`src/rtl/vmem_arbiter_if.sv`:
```
// Bus bundle for vmem_arbiter: VGA read port, CPU write/flush port and memory port.
// The arbiter uses the slave modport; the surrounding system uses master.
interface vmem_arbiter_if #(
    parameter int DEPTH = 4
);
    logic                       VGA_RD;
    logic [13:0]                VGA_ADDR;
    logic [14:0]                VGA_DATA;
    logic                       VGA_VALID;
    logic                       CPU_WE;
    logic [13:0]                CPU_ADDR;
    logic [14:0]                CPU_WDATA;
    logic                       CPU_READY;
    logic                       FLUSH_REQ;
    logic                       FLUSH_ACK;
    logic                       DROP;
    logic [$clog2(DEPTH):0]     FIFO_COUNT;
    logic [13:0]                MEM_ADDR;
    logic                       MEM_WE;
    logic [14:0]                MEM_WDATA;
    logic [14:0]                MEM_RDATA;

    modport slave (
        input  VGA_RD, VGA_ADDR, CPU_WE, CPU_ADDR, CPU_WDATA, FLUSH_REQ, MEM_RDATA,
        output VGA_DATA, VGA_VALID, CPU_READY, FLUSH_ACK, DROP, FIFO_COUNT,
               MEM_ADDR, MEM_WE, MEM_WDATA
    );

    modport master (
        output VGA_RD, VGA_ADDR, CPU_WE, CPU_ADDR, CPU_WDATA, FLUSH_REQ, MEM_RDATA,
        input  VGA_DATA, VGA_VALID, CPU_READY, FLUSH_ACK, DROP, FIFO_COUNT,
               MEM_ADDR, MEM_WE, MEM_WDATA
    );
endinterface

```
`src/rtl/vmem_arbiter.sv`:
```
// Video memory arbiter: VGA reads win the single memory port, CPU writes queue in a FIFO.
// Optional write coalescing into the tail entry is enabled by defining VMEM_WRITE_COALESCE_EN.
module vmem_arbiter #(
    parameter int DEPTH = 4
) (
    input  logic            PIXEL_CLK,
    input  logic            RESET,
    vmem_arbiter_if.slave   bus
);
    localparam int PW = $clog2(DEPTH);
    localparam int CW = PW + 1;

    typedef enum logic [0:0] {RUN, FLUSH} state_t;

    state_t         state_reg, state_next;
    logic [13:0]    addr_mem [DEPTH];
    logic [14:0]    data_mem [DEPTH];
    logic [PW-1:0]  head_reg, tail_reg, tail_last;
    logic [CW-1:0]  count_reg;
    logic           vga_valid_reg;
    logic           flush_ack_reg, flush_ack_next;
    logic           drop_reg;
    logic           cpu_ready, pop, push, push_new, coalesce;

    // Ready is derived from registers only, so a full FIFO stays not-ready even while popping.
    assign cpu_ready = (state_reg == RUN) && (count_reg < CW'(DEPTH));
    assign pop       = !bus.VGA_RD && (count_reg != '0);
    assign push      = bus.CPU_WE && cpu_ready;
    assign tail_last = tail_reg - PW'(1);

`ifdef VMEM_WRITE_COALESCE_EN
    assign coalesce = push && (count_reg != '0) && (bus.CPU_ADDR == addr_mem[tail_last])
                      && !((count_reg == CW'(1)) && pop);
`else
    assign coalesce = 1'b0;
`endif
    assign push_new = push && !coalesce;

    // FIFO storage: no reset needed, occupancy is tracked by the pointers and count.
    generate
        for (genvar gi = 0; gi < DEPTH; gi++) begin : g_entry
            logic wr_en;
            assign wr_en = (push_new && (tail_reg == PW'(gi))) || (coalesce && (tail_last == PW'(gi)));
            always_ff @(posedge PIXEL_CLK) begin
                if (wr_en) begin
                    addr_mem[gi] <= bus.CPU_ADDR;
                    data_mem[gi] <= bus.CPU_WDATA;
                end
            end
        end
    endgenerate

    always_comb begin
        bus.MEM_ADDR  = bus.VGA_ADDR;
        bus.MEM_WE    = 1'b0;
        bus.MEM_WDATA = data_mem[head_reg];
        if (pop) begin
            bus.MEM_ADDR = addr_mem[head_reg];
            bus.MEM_WE   = 1'b1;
        end
    end

    always_ff @(posedge PIXEL_CLK or posedge RESET) begin
        if (RESET) begin
            head_reg      <= '0;
            tail_reg      <= '0;
            count_reg     <= '0;
            vga_valid_reg <= 1'b0;
            drop_reg      <= 1'b0;
        end else begin
            head_reg      <= head_reg + PW'(pop);
            tail_reg      <= tail_reg + PW'(push_new);
            count_reg     <= count_reg + CW'(push_new) - CW'(pop);
            vga_valid_reg <= bus.VGA_RD;
            if (bus.CPU_WE && !cpu_ready) begin
                drop_reg <= 1'b1;
            end
        end
    end

    always_ff @(posedge PIXEL_CLK or posedge RESET) begin
        if (RESET) begin
            state_reg     <= RUN;
            flush_ack_reg <= 1'b0;
        end else begin
            state_reg     <= state_next;
            flush_ack_reg <= flush_ack_next;
        end
    end

    // FLUSH blocks pushes, so the only way to reach empty is the last entry popping.
    always_comb begin
        state_next     = state_reg;
        flush_ack_next = 1'b0;
        case (state_reg)
            RUN: begin
                if (bus.FLUSH_REQ) begin
                    state_next = FLUSH;
                end
            end
            FLUSH: begin
                if ((count_reg == '0) || ((count_reg == CW'(1)) && pop)) begin
                    state_next     = RUN;
                    flush_ack_next = 1'b1;
                end
            end
            default: state_next = RUN;
        endcase
    end

    assign bus.VGA_DATA   = bus.MEM_RDATA;
    assign bus.VGA_VALID  = vga_valid_reg;
    assign bus.CPU_READY  = cpu_ready;
    assign bus.FLUSH_ACK  = flush_ack_reg;
    assign bus.DROP       = drop_reg;
    assign bus.FIFO_COUNT = count_reg;
endmodule
```
`src/flat_wrapper.sv`:
```
// flat-port wrapper written by rule: the top's interface ports become plain ports
module vmem_arbiter_flat 
#(
    parameter int DEPTH = 4
)
  (PIXEL_CLK, RESET, bus_VGA_RD, bus_VGA_ADDR, bus_CPU_WE, bus_CPU_ADDR, bus_CPU_WDATA, bus_FLUSH_REQ, bus_MEM_RDATA, bus_VGA_DATA, bus_VGA_VALID, bus_CPU_READY, bus_FLUSH_ACK, bus_DROP, bus_FIFO_COUNT, bus_MEM_ADDR, bus_MEM_WE, bus_MEM_WDATA);
  vmem_arbiter_if #(.DEPTH(DEPTH)) bus_i ();
  input  logic PIXEL_CLK;
  input  logic RESET;
  input wire logic [$bits(bus_i.VGA_RD)-1:0] bus_VGA_RD;
  input wire logic [$bits(bus_i.VGA_ADDR)-1:0] bus_VGA_ADDR;
  input wire logic [$bits(bus_i.CPU_WE)-1:0] bus_CPU_WE;
  input wire logic [$bits(bus_i.CPU_ADDR)-1:0] bus_CPU_ADDR;
  input wire logic [$bits(bus_i.CPU_WDATA)-1:0] bus_CPU_WDATA;
  input wire logic [$bits(bus_i.FLUSH_REQ)-1:0] bus_FLUSH_REQ;
  input wire logic [$bits(bus_i.MEM_RDATA)-1:0] bus_MEM_RDATA;
  output wire logic [$bits(bus_i.VGA_DATA)-1:0] bus_VGA_DATA;
  output wire logic [$bits(bus_i.VGA_VALID)-1:0] bus_VGA_VALID;
  output wire logic [$bits(bus_i.CPU_READY)-1:0] bus_CPU_READY;
  output wire logic [$bits(bus_i.FLUSH_ACK)-1:0] bus_FLUSH_ACK;
  output wire logic [$bits(bus_i.DROP)-1:0] bus_DROP;
  output wire logic [$bits(bus_i.FIFO_COUNT)-1:0] bus_FIFO_COUNT;
  output wire logic [$bits(bus_i.MEM_ADDR)-1:0] bus_MEM_ADDR;
  output wire logic [$bits(bus_i.MEM_WE)-1:0] bus_MEM_WE;
  output wire logic [$bits(bus_i.MEM_WDATA)-1:0] bus_MEM_WDATA;
  assign bus_i.VGA_RD = bus_VGA_RD;
  assign bus_i.VGA_ADDR = bus_VGA_ADDR;
  assign bus_i.CPU_WE = bus_CPU_WE;
  assign bus_i.CPU_ADDR = bus_CPU_ADDR;
  assign bus_i.CPU_WDATA = bus_CPU_WDATA;
  assign bus_i.FLUSH_REQ = bus_FLUSH_REQ;
  assign bus_i.MEM_RDATA = bus_MEM_RDATA;
  assign bus_VGA_DATA = bus_i.VGA_DATA;
  assign bus_VGA_VALID = bus_i.VGA_VALID;
  assign bus_CPU_READY = bus_i.CPU_READY;
  assign bus_FLUSH_ACK = bus_i.FLUSH_ACK;
  assign bus_DROP = bus_i.DROP;
  assign bus_FIFO_COUNT = bus_i.FIFO_COUNT;
  assign bus_MEM_ADDR = bus_i.MEM_ADDR;
  assign bus_MEM_WE = bus_i.MEM_WE;
  assign bus_MEM_WDATA = bus_i.MEM_WDATA;
  vmem_arbiter #(.DEPTH(DEPTH)) u_core (.PIXEL_CLK(PIXEL_CLK), .RESET(RESET), .bus(bus_i));
endmodule
```
`config.mk`:
```
export PLATFORM = sky130hd
export DESIGN_NAME = vmem_arbiter_flat
export DESIGN_NICKNAME = d
export VERILOG_FILES = /design/src/rtl/vmem_arbiter_if.sv /design/src/rtl/vmem_arbiter.sv /design/src/flat_wrapper.sv
export SDC_FILE = /design/constraint.sdc
export NUM_CORES = 1
export LEC_CHECK = 0
export BUFFER_PORTS_ARGS = -buffer_cell sky130_fd_sc_hd__clkbuf_2
export CORE_UTILIZATION = 43
export CTS_CLUSTER_SIZE = 40
export DETAILED_ROUTE_END_ITERATION = 6
export PLACE_DENSITY = 0.69
export SYNTH_ARGS = -nofsm -noshare
export SYNTH_HDL_FRONTEND = slang
export SYNTH_SLANG_ARGS = --single-unit
```
`constraint.sdc`:
```
create_clock -name PIXEL_CLK -period 3.1 [get_ports PIXEL_CLK]
set_clock_uncertainty 0.1 [all_clocks]
set_input_delay 0.155 -clock PIXEL_CLK [delete_from_list [all_inputs] [get_ports PIXEL_CLK]]
set_output_delay 0.155 -clock PIXEL_CLK [all_outputs]
set_load 0.005 [all_outputs]
```
After elaboration in Yosys (flattened, before gate mapping). Memory sizes are Yosys's and may differ from the RTL's. Index checks and enable logic that the tools add are counted.

Logic and storage cells: 73. Input bits: 63. Bits in writable memories: 116. Output and inout port bits: 52. Flip-flop bits (word level): 11. Memories: 2.

Memories: u_core.data_mem (words 4, width 15, read ports 1, clocked after memory_dff 0, wr ports 1, RTL line vmem_arbiter.sv:17) `logic [14:0] data_mem [DEPTH];`; u_core.addr_mem (words 4, width 14, read ports 1, clocked after memory_dff 0, wr ports 1, RTL line vmem_arbiter.sv:16) `logic [13:0] addr_mem [DEPTH];`.

Mux-type cells: 33. $add $sub $neg: 4. Reductions and logical operators: 21. $lt $le $gt $ge: 1. Equality and inequality tests: 4. Bitwise operators: 1.

Operators with widths (count): two-way mux 14 bit (4); two-way mux 15 bit (3); OR reduction 15 bit (3); OR reduction 14 bit (3); two-way mux 1 bit (19); two-way mux 2 bit (6); logical AND 1 bit (9); adder 2 x 1 -> 2 bit (2); equality test 2 bit, second input constant (2); adder 3 x 1 -> 3 bit (1); equality test 3 x 1 -> 1 bit, second input constant (1); logical NOT 3 bit (1); less-than comparator 3 bit, second input constant (1); nonzero test 3 bit (1); subtractor 3 x 1 -> 3 bit (1); equality test 2 x 1 -> 1 bit, second input constant (1); logical NOT 1 bit (2); logical NOT 2 bit (1); case mux 1 bit (2 select lines) (1); logical OR 1 bit (1); inverter 1 bit (1).

Depth between registers and ports, before layout.
Depth after elaboration: 10. Mapped depth: 8. Depth with buffers taken out: 8.

Worst setup path after synthesis. No wires, ideal clock.

Kind: register to register. Start point: register u_core.count_reg[2], in the netlist u_core.bus.FIFO_COUNT[2]. End point: memory u_core.addr_mem[1][0], enable pin. Buffers on the path: 0. Setup time: 458 ps. Clock period less this slack: 3469 ps. Setup slack: -369 ps. Data arrival time: 2911 ps. Required time: 2542 ps. Cell stages (with the launch flop): 4. Cells stage by stage: dfrtp_1 > nor2_1 > nand2_1 > nor3b_1.

Longest elaborated chain between the ends: 10. Elaborated cells on any way between the ends: 24. Those cells by class: 1 x order compare; 14 x mux; 9 x reduce/logical.

Ends and longest elaborated chain: start: declaration (RTL line vmem_arbiter.sv:19) `logic [CW-1:0] count_reg;`; start signal: assignment (RTL line vmem_arbiter.sv:73) `count_reg <= count_reg + CW'(push_new) - CW'(pop);`; less-than comparator 3 bit * (RTL line vmem_arbiter.sv:26) `assign cpu_ready = (state_reg == RUN) && (count_reg < CW'(DEPTH));`; logical AND 1 bit * (RTL line vmem_arbiter.sv:26); net bus_CPU_READY (RTL line flat_wrapper.sv:19) `output wire logic [$bits(bus_i.CPU_READY)-1:0] bus_CPU_READY;`; logical AND 1 bit * (RTL line vmem_arbiter.sv:28) `assign push = bus.CPU_WE && cpu_ready;`; logical AND 1 bit * (RTL line vmem_arbiter.sv:43) `assign wr_en = (push_new && (tail_reg == PW'(gi))) || (coalesce && (tail_last == PW'(gi)));`; net u_core.g_entry[1].wr_en (RTL line vmem_arbiter.sv:42) `logic wr_en;`; two-way mux 1 bit * (RTL line vmem_arbiter.sv:45) `if (wr_en) begin`; two-way mux 1 bit (implied by the code) * (RTL line vmem_arbiter.sv:46) `addr_mem[gi] <= bus.CPU_ADDR;`; OR reduction 14 bit (no source line); two-way mux 2 bit (no source line) / two-way mux 1 bit (equally long branches) (3 in a row); end: declaration (RTL line vmem_arbiter.sv:16).

The timed path passes the listed nets; every way through them passes the cells marked *.

Worst setup path in the final report.
Start point: register u_core.head_reg[0]. End point: output port bus_MEM_WDATA[5].

Longest elaborated chain between the ends: 1.

Ends and longest elaborated chain: start: declaration (RTL line vmem_arbiter.sv:18) `logic [PW-1:0] head_reg, tail_reg, tail_last;`; start signal: assignment (RTL line vmem_arbiter.sv:71) `head_reg <= head_reg + PW'(pop);`; memory (4 x 15 bit); end: declaration (RTL line flat_wrapper.sv:25) `output wire logic [$bits(bus_i.MEM_WDATA)-1:0] bus_MEM_WDATA;`.

Every way passes these cells.

==> impl_metrics.py <==
metrics = {
    "status": {
        "status": "finished, final reports clean",
    },
    "worst_setup_path": {
        "r2r_start": "u_core.bus.FIFO_COUNT[2]$_DFF_PP0_",
        "crit_required_ps": 2840,
        "path_max_fanout": 17,
        "start_kind": "register",
        "critPathMaxStageDelay_ps": 710,
        "cp_top_family": "flip-flops",
        "crit_slowest_cell": "dfrtp_2",
        "reg2regPathDepth": 5,
        "rrSetupSlack_ps": 970,
        "cp.arrival_ps": 2250,
        "critPathBufInv": 2,
        "cp-end-kind": "primary output",
        "crit_type": "reg2out",
        "path_cells": "buf_4 > mux4_1 > clkbuf_2",
        "worstReg2RegEnd": "u_core.data_mem[3][7]$_DFFE_PP_",
    },
    "sta": {
        "max-slew-margin-rel_pct": 45.6,
        "drv_slew": 0,
        "hold_viol": 0,
        "min_period_ps": 2510,
        "rsz0062_at_grt": "no",
        "fmax_mhz": 398,
        "tightest_slew_ps": 816,
        "fin_crit_sh_pct": 81.0,
        "finalSetupViolCount": 0,
    },
    "placed_design": {
        "dp.cells": 436,
        "routabilityCongestion": 0.715,
        "hpwl_um": 5370,
        "portBuffers": 84,
    },
    "routing": {
        "vias": 2480,
        "wl_um": 8720,
        "vias_per_cell": 4.96,
        "drt_pass1_iterations": 4,
        "wl_per_cell_um": 17.4,
        "drtAntennaViolNets": 0,
        "drc": 0,
        "initialDrtViolationCount": 92,
    },
    "pwr": {
        "p_sw_uw": 1330,
        "p_leak_uw": 0.00241,
        "p_per_area_nw_per_um2": 848,
        "p_seq_share_pct": 41.1,
        "power.internal_uw": 4150,
        "p_sw_share_pct": 24.3,
        "power.share.clock_pct": 37.9,
        "combPwrFrac_pct": 21.0,
        "ir_drop_uv": 502,
    },
    "cells_and_area": {
        "largest_register": "u_core.data_mem",
        "mostFrequentLayoutCell": "edfxtp_1",
        "drive_gt1_share_pct": 47.3,
        "antenna_cells": 0,
        "final_cell_mix": "116 x edfxtp_1, 84 x clkbuf_2, 33 x dlygate4sd3_1",
        "instances_no_fill": 500,
        "nets": 411,
        "largest_register_ffs": 60,
        "final_util_pct": 56.9,
        "area_delta_synth_final_pct": 29.2,
    },
    "floorplan": {
        "die_w_um": 110,
        "initial_utilization_pct": 44.1,
        "die_h_um": 110,
        "std_cell_rows": 39,
        "fp.coreArea_um2": 11400,
        "io_pins": 115,
        "die-area_um2": 12100,
    },
    "grt": {
        "antenna_found_initial": 0,
        "grt_max_degree": 31,
        "grt_first_pass_wirelength_um": 13200,
        "overflow": 0,
        "grt_pass1_vias": 2530,
        "track_usage_pct": 15.9,
    },
    "synthesis": {
        "seq_area_frac_synth_pct": 75.0,
        "syn_area_um2": 5010,
        "synthesis.nets": 289,
        "yosys_warnings": 0,
        "synth_cells": 223,
        "ys_types": 25,
        "avgSynthCellArea_um2": 22.5,
        "synth_seq_cells": 127,
    },
    "clocking": {
        "cts_buffers": 17,
        "cts_resized": 0,
        "clock_latency_ps": 390,
        "cts.htree.levels": 4,
        "clkTransAtPathRegs_ps": 50,
        "cts_buffer_depth": 2,
        "post_cts_buffers": 0,
        "root_buffer": "clkbuf_16",
        "clock-sinks": 127,
        "cts_tree": "done",
    },
    "run": {
        "drv_cap": 0,
    },
    "hold_path": {
        "holdCritPathClass": "in2async",
    },
}
[repair_timing]
| item | 4_1_cts | 5_1_grt |
|---|---|---|
| hold endpoints to repair | 131 | 0 |
| setup endpoints to repair | 0 | 0 |
| hold buffers | 33 | 0 |
[worst reg2reg max path, cell delays in order, from the launching register on]
cell and delay, ps:
dfrtp_1 450, nor2_1 160, nand2_1 150, inv_1 120, and3_2 540, buf_4 310
[worst max path at each step]
stage / endpoint / startpoint / cells after the start / slack, ps
after floorplan: u_core.addr_mem[1][0]$_DFFE_PP_ / u_core.bus.FIFO_COUNT[2]$_DFF_PP0_ / 3 / -370
after global placement: bus_MEM_WDATA[5] / u_core.head_reg[0]$_DFF_PP0_ / 3 / 920
after detailed placement: bus_MEM_WDATA[5] / u_core.head_reg[0]$_DFF_PP0_ / 3 / 930
after CTS: bus_MEM_WDATA[5] / u_core.head_reg[0]$_DFF_PP0_ / 3 / 500
after global routing: bus_MEM_WDATA[5] / u_core.head_reg[0]$_DFF_PP0_ / 3 / 420
final: bus_MEM_WDATA[5] / u_core.head_reg[0]$_DFF_PP0_ / 3 / 590
[cells by family (layout without fill, tap and decap cells)]
family,count (synthesis),count (layout),synth area share [%]
DFF,127,127,75.0
buffers and inverters,27,161,3.85
xor gates and xnor gates,5,5,0.875
and+or+nand+nor,16,16,1.82
adders and majority gates,3,3,0.899
AOI/OAI and AO/OA,2,2,0.200
muxes,43,43,17.3
[layer usage]
| layer | up-vias | wire length (µm) | global-route usage (%) |
|---|---|---|---|
| met5 | - | 0 | 0 |
| met4 | 0 | 81 | 6.29 |
| met3 | 7 | 503 | 5.51 |
| met2 | 82 | 4460 | 26.5 |
| met1 | 1257 | 3680 | 18.9 |
| li1 | 1134 | - | - |
[cell type report]
type / count / area (µm²)
Clock buffer: 19 / 433
Clock inverter: 12 / 193
Sequential cell: 127 / 3760
Fill cell: 860 / 4900
Inverter: 5 / 21.3
Tap cell: 143 / 179
Multi-Input combinational cell: 69 / 1070
Timing Repair Buffer: 125 / 811
[cell usage after synthesis, drive strengths merged]
| cell type | number | area [µm²] |
|---|---|---|
| xnor2 | 3 | 26.3 |
| edfxtp | 116 | 3480 |
| buf | 21 | 168 |
| dfrtp | 11 | 275 |
| nand2b | 1 | 6.26 |
| nor2 | 5 | 18.8 |
| mux2 | 14 | 203 |
| or2 | 1 | 8.76 |
| and3 | 2 | 12.5 |
| fa | 1 | 20.0 |
| o21ai | 2 | 10.0 |
| xor2 | 2 | 17.5 |
| nor3 | 2 | 15.0 |
| clkbuf | 1 | 3.75 |
| mux4 | 29 | 664 |
| nand2 | 2 | 7.51 |
| ha | 2 | 25.0 |
| inv | 5 | 21.3 |
| nor3b | 3 | 22.5 |
[power groups by stage]
stage               combinational, µW  clock [µW]  sequential [µW]
floorplan                         906           0             2130
global placement                 1130           0             2290
detailed placement               1140           0             2290
CTS                              1180        2120             2260
global route                     1260        2190             2280
finish                           1150        2080             2250
[per-stage QoR]
step	total power (µW)	setup TNS [ps]	setup WS, ps	hold slack, ps	instance area, µm²
3_3_place_gp	3420	0	917	56.7	5520
3_5_place_dp	3430	0	933	60.2	5520
6_report	5490	0	590	182	6470
2_1_floorplan	3040	-25890	-369	-92.6	5010
5_1_grt	5730	0	420	210	6470
4_1_cts	5560	0	496	182	6470
(Power assumes the default switching activity.)
